**src/rtl/bus_arbiter.sv**
```systemverilog
// bus_arbiter: two-master round-robin arbiter with bounded lock bursts and a two-stage pipeline to the Bridge.
// Optional BUS_ARB_PERF_CNT_EN adds grant and conflict counters.
module bus_arbiter #(
  parameter int ADDR_W    = 32,
  parameter int DATA_W    = 32,
  parameter int MAX_BURST = 4
) (
  input  logic              cpu_clk,
  input  logic              cpu_rst,
  input  logic              m0_req,
  input  logic              m1_req,
  input  logic              m0_lock,
  input  logic              m1_lock,
  input  logic              m0_wen,
  input  logic              m1_wen,
  input  logic [ADDR_W-1:0] m0_addr,
  input  logic [ADDR_W-1:0] m1_addr,
  input  logic [DATA_W-1:0] m0_wdata,
  input  logic [DATA_W-1:0] m1_wdata,
  output logic              m0_gnt,
  output logic              m1_gnt,
  output logic              m0_rvalid,
  output logic              m1_rvalid,
  output logic [DATA_W-1:0] m0_rdata,
  output logic [DATA_W-1:0] m1_rdata,
  output logic [ADDR_W-1:0] Bus_addr,
  output logic              Bus_wen,
  output logic [DATA_W-1:0] Bus_wdata,
  input  logic [DATA_W-1:0] Bus_rdata
`ifdef BUS_ARB_PERF_CNT_EN
  ,
  output logic [31:0]       m0_grant_cnt,
  output logic [31:0]       m1_grant_cnt,
  output logic [31:0]       conflict_cnt
`endif
);
  localparam int CW = $clog2(MAX_BURST + 1);
  typedef enum logic [1:0] {IDLE, LOCK0, LOCK1} state_t;
  state_t state_q, state_d;
  logic [CW-1:0] burst_q, burst_d, run_nx;
  logic last_q, last_d;
  logic locked, win, gnt, win_lock, win_wen, stay;
  logic [ADDR_W-1:0] win_addr, addr_q;
  logic [DATA_W-1:0] win_wdata, wdata_q, m0_rdata_q, m1_rdata_q;
  logic wen_q, v1_q, who1_q, rd1_q, m0_rvalid_q, m1_rvalid_q;
  always_comb begin
    locked    = state_q != IDLE;
    win       = locked ? (state_q == LOCK1) : ((m0_req & m1_req) ? ~last_q : m1_req);
    gnt       = cpu_rst & (win ? m1_req : m0_req);
    win_lock  = win ? m1_lock : m0_lock;
    win_wen   = win ? m1_wen : m0_wen;
    win_addr  = win ? m1_addr : m0_addr;
    win_wdata = win ? m1_wdata : m0_wdata;
    m0_gnt    = gnt & ~win;
    m1_gnt    = gnt & win;
    run_nx    = locked ? burst_q + CW'(1) : CW'(1);
    stay      = gnt & win_lock & (run_nx < CW'(MAX_BURST));
    state_d   = stay ? (win ? LOCK1 : LOCK0) : IDLE;
    burst_d   = stay ? run_nx : '0;
    last_d    = gnt ? win : last_q;
  end
  always_ff @(posedge cpu_clk) begin
    if (!cpu_rst) begin
      state_q     <= IDLE;
      burst_q     <= '0;
      last_q      <= 1'b1;
      addr_q      <= '0;
      wdata_q     <= '0;
      wen_q       <= 1'b0;
      v1_q        <= 1'b0;
      who1_q      <= 1'b0;
      rd1_q       <= 1'b0;
      m0_rvalid_q <= 1'b0;
      m1_rvalid_q <= 1'b0;
      m0_rdata_q  <= '0;
      m1_rdata_q  <= '0;
    end else begin
      state_q     <= state_d;
      burst_q     <= burst_d;
      last_q      <= last_d;
      addr_q      <= gnt ? win_addr : addr_q;
      wdata_q     <= gnt ? win_wdata : wdata_q;
      wen_q       <= gnt & win_wen;
      v1_q        <= gnt;
      who1_q      <= win;
      rd1_q       <= ~win_wen;
      m0_rvalid_q <= v1_q & ~who1_q;
      m1_rvalid_q <= v1_q & who1_q;
      m0_rdata_q  <= (v1_q & rd1_q & ~who1_q) ? Bus_rdata : m0_rdata_q;
      m1_rdata_q  <= (v1_q & rd1_q & who1_q) ? Bus_rdata : m1_rdata_q;
    end
  end
  assign Bus_addr  = addr_q;
  assign Bus_wdata = wdata_q;
  assign Bus_wen   = wen_q;
  assign m0_rvalid = m0_rvalid_q;
  assign m1_rvalid = m1_rvalid_q;
  assign m0_rdata  = m0_rdata_q;
  assign m1_rdata  = m1_rdata_q;
`ifdef BUS_ARB_PERF_CNT_EN
  logic [31:0] m0_gc_q, m1_gc_q, conf_q;
  always_ff @(posedge cpu_clk) begin
    if (!cpu_rst) begin
      m0_gc_q <= '0;
      m1_gc_q <= '0;
      conf_q  <= '0;
    end else begin
      m0_gc_q <= m0_gc_q + 32'(m0_gnt);
      m1_gc_q <= m1_gc_q + 32'(m1_gnt);
      conf_q  <= conf_q + 32'(m0_req & m1_req & ~(m0_gnt & m1_gnt));
    end
  end
  assign m0_grant_cnt = m0_gc_q;
  assign m1_grant_cnt = m1_gc_q;
  assign conflict_cnt = conf_q;
`endif
endmodule

```
**config.mk**
```make
export PLATFORM = sky130hd
export DESIGN_NAME = bus_arbiter
export DESIGN_NICKNAME = d
export VERILOG_FILES = /design/src/rtl/bus_arbiter.sv
export SDC_FILE = /design/constraint.sdc
export NUM_CORES = 1
export LEC_CHECK = 0
export CAP_MARGIN = 5
export CORE_UTILIZATION = 42
export DETAILED_ROUTE_END_ITERATION = 8
export HOLD_SLACK_MARGIN = 0.02
export MAX_ROUTING_LAYER = met4
export PLACE_DENSITY = 0.8
export SYNTH_ARGS = -nofsm -noshare
export SYNTH_HDL_FRONTEND = slang
export SYNTH_SLANG_ARGS = --single-unit
```
**constraint.sdc**
```tcl
create_clock -name cpu_clk -period 2.2 [get_ports cpu_clk]
set_clock_uncertainty 0.2 [all_clocks]
set_input_delay 0.33 -clock cpu_clk [delete_from_list [all_inputs] [get_ports cpu_clk]]
set_output_delay 0.33 -clock cpu_clk [all_outputs]
set_load 0.005 [all_outputs]
```
==> results.toml, run 1 <==
[run_status]
outcome = "finished clean"

[synth]
synth-seq-cells = 140
synthArstFlopShare = 0
yosys-top-cells-count = "dfxtp_1, inv_1, nand2_1"
synth_top_area_frac = 0.4153
yosysMostFrequentCell = "dfxtp_1"
syn_area_um2 = 6749
synthesis.instances = 842
synth_edf_count = 0
synthTopCellsByArea = "dfxtp_1, o31a_1, inv_1"
synth_warnings = 0
syn-num-nets = 1011
ys_seq_area_frac = 0.4153
synth_cell_types = 32
synth_top_area_cell = "dfxtp_1"
ys.flop_type = "dfxtp_1"
avgSynthCellArea_um2 = 8.015

[final_layout]
seqCellArea_um2 = 2808
multi_input_area_um2 = 3099
stdcell_area_um2 = 10530
drive_gt1_frac = 0.05671
fillers = 1305
area_delta_synth_final_pct = 56.06
final_nets = 1268

[floorplanning]
die_area_um2 = 16580
chipHeight_um = 128.8
chipWidth_um = 128.8
ios = 301
core-area_um2 = 15430
floorplan.rows = 45
initial_core_util = 0.4375

[sta]
maxSlewHeadroom = 0.4898
finalHoldViolCount = 0
period_share = 0.9535
rsz0062_at_grt = "no"
fin_crit_ps = 2098
worst_slew_pin_slew_ps = 765.4
slew_violations = 0
setup_viol = 0
fmax_mhz = 476.7

[global_route]
grt_pass1_wl_mm = 34.20
grt_usage = 0.2728
first_global_vias = 6762
overflow = 0
antenna_found_initial = 1
grt_max_degree = 135

[routing]
first_pass_iters = 6
drc_errors = 0
vias = 6984
totalWireLength_mm = 22.08
postRouteAntennaNets = 0
wl_per_cell_um = 16.69
avgViaCountPerCell = 5.279
drt-initial-drc-count = 300

[clocking]
cts_buffer_depth = 2
cts_made_buffers = 17
cts_tree = "built"
worstSkewPairLatency_ps = 420
post_cts_buffers = 0
cts_sinks = 140
ctsHtreeMaxLevel = 4
clockRootBuffer = "clkbuf_16"
clk_pin_slew_worst_paths_ps = 60
ctsHoldBuffers = 0

[placed_design]
dpl_cell_area_um2 = 9881
hpwl_mm = 14.30
portBuffers = 300
place_congestion = 0.7944

[critical_path]
crit_slowest_cell = "dfxtp_4"
cp_num_buf_inv = 1
crit_arrival_ps = 1570
path_max_fanout = 5
critical-path-max-stage-delay_ps = 400
crit_type = "register to output pin"
cp-start-kind = "register"
critical_path.top_delay_family = "flip-flops"
worstPathRequired_ps = 1670
critPathCaptureType = "output pin"
crit_chain = "and2_1, o21ai_1, and3_1, dlygate4sd2_1"

[power]
p_leak_uw = 0.004071
p_per_area_nw_per_um2 = 679.4
vdd_ir_drop_max_uv = 539.6
power_uw = 7156

[job]
drv_cap = 0

[min_path]
hp-class = "input pin to register"
metrics by stage:
stage	setup TNS (ps)	util	hold slack [ps]	std cells	setup slack, ps
2_1_floorplan	0	-	233.0	842	483.6
3_3_place_gp	-2000	0.6405	250.0	1291	-120.1
3_5_place_dp	-2496	0.6405	256.1	1291	-172.3
4_1_cts	0	0.6823	148.2	1322	37.04
5_1_grt	0	0.6827	213.8	1323	39.31
6_report	0	0.6827	184.9	1323	102.2
per-layer routing:
metal	GRT usage	vias up	routed length (um)
met5	-	-	0
met4	0.1183	0	700
met1	0.3164	3246	9301
met3	0.08274	49	1822
li1	-	3412	-
met2	0.4353	277	10250
worst paths after layout:
check                               endpoint  slack (ps)  cells after the start         start
worst max-delay path                  m1_gnt         100                      4        last_q
worst min-delay path                  last_q         180                      4        m0_req
worst max register to register  Bus_wdata[1]         190                      4    state_q[0]
worst min register to register  m0_rdata[17]         260                      2  m0_rdata[17]
cell type report:
type | instances | share of cell area
Clock inverter | 11 | 0.01806
Tap cell | 211 | 0.02507
Antenna cell | 1 | 0.0002376
Clock buffer | 20 | 0.04336
Sequential cell | 140 | 0.2666
Timing Repair Buffer | 322 | 0.3058
Inverter | 131 | 0.04669
Multi-Input combinational cell | 487 | 0.2943
worst register-to-register path, stage by stage, from the launching register on:
cell and delay [ps]:
dfxtp_2 350, and2b_2 220, buf_4 580, nor4_1 200, o31a_1 340
cell usage in the layout (no fill, tap or decap), drive strengths merged, types with 4 or more instances in the layout:
cell type / instances
dfxtp: 140
clkdlybuf4s50: 296
clkbuf: 20
and3: 68
nor4: 64
o211ai: 4
bufinv: 5
buf: 24
clkinv: 4
nand2: 130
inv: 132
o31a: 64
a21boi: 65
a211oi: 64
logic make-up after synthesis:
logic type / share of synthesized area
adders and majority gates: 0.001854
AOI/OAI and AO/OA: 0.2393
other: 0.0005556
and+or+nand+nor: 0.2132
buffers and inverters: 0.1285
DFF: 0.4153
xor gates and xnor gates: 0.001298
timing repair:
item                                   4_1_cts  5_1_grt
endpoints found under the hold margin        0        0
setup endpoints to repair                    2        2
pin swaps                                    1        0
resized for setup                            4        2
sequential cells by signal (all words and copies together) (netlist names):
name,count
Bus_addr,32
Bus_wdata,32
Bus_wen,1
burst_q,3
last_q,1
m0_rdata,32
m0_rvalid,1
m1_rdata,32
m1_rvalid,1
rd1_q,1
state_q,2
v1_q,1
who1_q,1
power breakdown:
part | total (uW) | internal (uW) | switching, uW
Sequential | 2750 | 2670 | 75.6
Combinational | 1230 | 703 | 530
Clock | 3180 | 2060 | 1110
(Power assumes the default switching activity.)
==> inputs of run 2 (changes only) <==
--- a/config.mk
+++ b/config.mk
@@ -11,6 +11,7 @@
 export HOLD_SLACK_MARGIN = 0.02
 export MAX_ROUTING_LAYER = met4
 export PLACE_DENSITY = 0.8
+export SKIP_CTS_REPAIR_TIMING = 1
 export SYNTH_ARGS = -nofsm -noshare
 export SYNTH_HDL_FRONTEND = slang
 export SYNTH_SLANG_ARGS = --single-unit
==> run 2 against run 1 <==
Compared with the run above:
- global-route usage about the same
- routed wire length decreased by 0.91%
- worst setup slack improved by 130 ps
- largest cell class unchanged
- critical endpoint is now Bus_wdata[1]
- critical path type is now register to register
==> results.toml, run 2 (synthesis gave the netlist of run 1 again) <==
[run_status]
outcome = "finished clean"

[sta]
whs_ps = 186.8
worst_slew_pin_slew_ps = 760.2
slew_violations = 0
period_share = 0.8962
maxSlewHeadroom = 0.4932
finalHoldViolCount = 0
fmax_mhz = 507.2
setup_viol = 0
fin_crit_ps = 1972
rsz0062_at_grt = "no"

[critical_path]
worstPathRequired_ps = 2310
r2r_slack_ps = 230
startpoint = "state_q[0]"
crit_arrival_ps = 2080
crit_type = "register to register"
r2r_start = "state_q[0]"
cp-start-kind = "register"
path_max_fanout = 65
critPathCaptureType = "register"
rr_worst_depth = 4
r2r-end = "Bus_wdata[1]"

[routing]
avgViaCountPerCell = 5.231
first_pass_iters = 5
drc_errors = 0
wl_per_cell_um = 16.54
totalWireLength_mm = 21.88
vias = 6921
drt-initial-drc-count = 295
postRouteAntennaNets = 0

[global_route]
overflow = 0
grt_max_degree = 135
grt_usage = 0.2727
grt_pass1_wl_mm = 34.18
antenna_found_initial = 1
first_global_vias = 6764

[final_layout]
drive_gt1_frac = 0.05851
final_nets = 1268
fillers = 1304
final_common_cell = "clkdlybuf4s50_1"
area_delta_synth_final_pct = 56.23
layout_common_cells = "clkdlybuf4s50_1, dfxtp_1, inv_1, nand2_1, and3_1"
finalCoreUtilization = 0.6835

[floorplanning]
initial_core_util = 0.4375
die_area_um2 = 16580
chipWidth_um = 128.8
floorplan.rows = 45
core-area_um2 = 15430
chipHeight_um = 128.8
ios = 301

[power]
p_per_area_nw_per_um2 = 677.9
p_leak_uw = 0.004098
vdd_ir_drop_max_uv = 555.2

[min_path]
min_path_cells = 4
hp-class = "input pin to register"
min_to = "last_q"
worstHoldStart = "cpu_rst"

[clocking]
cts_tree = "built"
worstSkewPairLatency_ps = 420
clockRootBuffer = "clkbuf_16"
cts_buffer_depth = 2
cts_made_buffers = 17
ctsHtreeMaxLevel = 4
clk_pin_slew_worst_paths_ps = 60
cts_sinks = 140

[placed_design]
portBuffers = 300
hpwl_mm = 14.30
place_congestion = 0.7944

[job]
drv_cap = 0
## run 2: cell types whose count changed in the layout (fill, tap and decap cells not counted), sizes merged
cell	change
dlygate4sd2	-2
dlymetal6s2s	+2
## run 2: metal layers
metal	vias to the layer above	global-route usage	wire length, um
li1	3411	-	-
met1	3156	0.3162	8956
met2	306	0.4347	10240
met3	48	0.08316	1991
met4	0	0.1183	690
met5	-	-	0
## run 2: worst max-delay path by stage
stage	cells past startpoint	endpoint	slack, ps
2_1_floorplan	5	m1_gnt	480
3_3_place_gp	5	m1_gnt	-120
3_5_place_dp	5	m1_gnt	-170
4_1_cts	4	m1_gnt	-340
5_1_grt	4	Bus_wdata[1]	110
6_report	4	Bus_wdata[1]	230
## run 2: area by class of cell
class | count | area, um^2 | area share
timing repair buffer | 322 | 3228 | 0.3062
multi-input combinational | 487 | 3105 | 0.2945
sequential | 140 | 2805 | 0.2660
inverter | 131 | 491.7 | 0.04664
clock buffer | 20 | 456.7 | 0.04331
tap | 211 | 264.0 | 0.02504
clock inverter | 11 | 190.2 | 0.01804
antenna | 1 | 2.502 | 0.0002373
## run 2: report_power, final
part	internal (uW)	total, uW	switching [uW]
registers	2670	2750	75.9
clock network	2060	3170	1100
logic	706	1230	527
## run 2: per-stage QoR
stage | setup TNS (ps) | instance area [um^2] | std cells | total power, uW | setup WS (ps)
after CTS | -566.6 | 10530 | 1322 | 7201 | -343.7
after detailed placement | -2496 | 9881 | 1291 | 4024 | -172.3
after global placement | -2000 | 9881 | 1291 | 4011 | -120.1
after global routing | 0 | 10540 | 1323 | 7449 | 109.0
final | 0 | 10540 | 1323 | 7148 | 228.4
after floorplan | 0 | 6749 | 842 | 3313 | 483.6
## run 2: worst max-delay path, cell delays in order, from the launching register on
cell and delay [ps]:
dfxtp_2 350, and2b_2 220, buf_4 580, nor4_1 160, o31a_1 340
==> inputs of run 3 (changes only) <==
--- a/config.mk
+++ b/config.mk
@@ -5,12 +5,14 @@
 export SDC_FILE = /design/constraint.sdc
 export NUM_CORES = 1
 export LEC_CHECK = 0
+export ABC_AREA = 0
 export CAP_MARGIN = 5
 export CORE_UTILIZATION = 42
 export DETAILED_ROUTE_END_ITERATION = 8
 export HOLD_SLACK_MARGIN = 0.02
 export MAX_ROUTING_LAYER = met4
 export PLACE_DENSITY = 0.8
+export SETUP_SLACK_MARGIN = 0.05
 export SKIP_CTS_REPAIR_TIMING = 1
 export SYNTH_ARGS = -nofsm -noshare
 export SYNTH_HDL_FRONTEND = slang
==> results of run 3 <==
Final layout, timing and power as in run 2 (identical DEF).
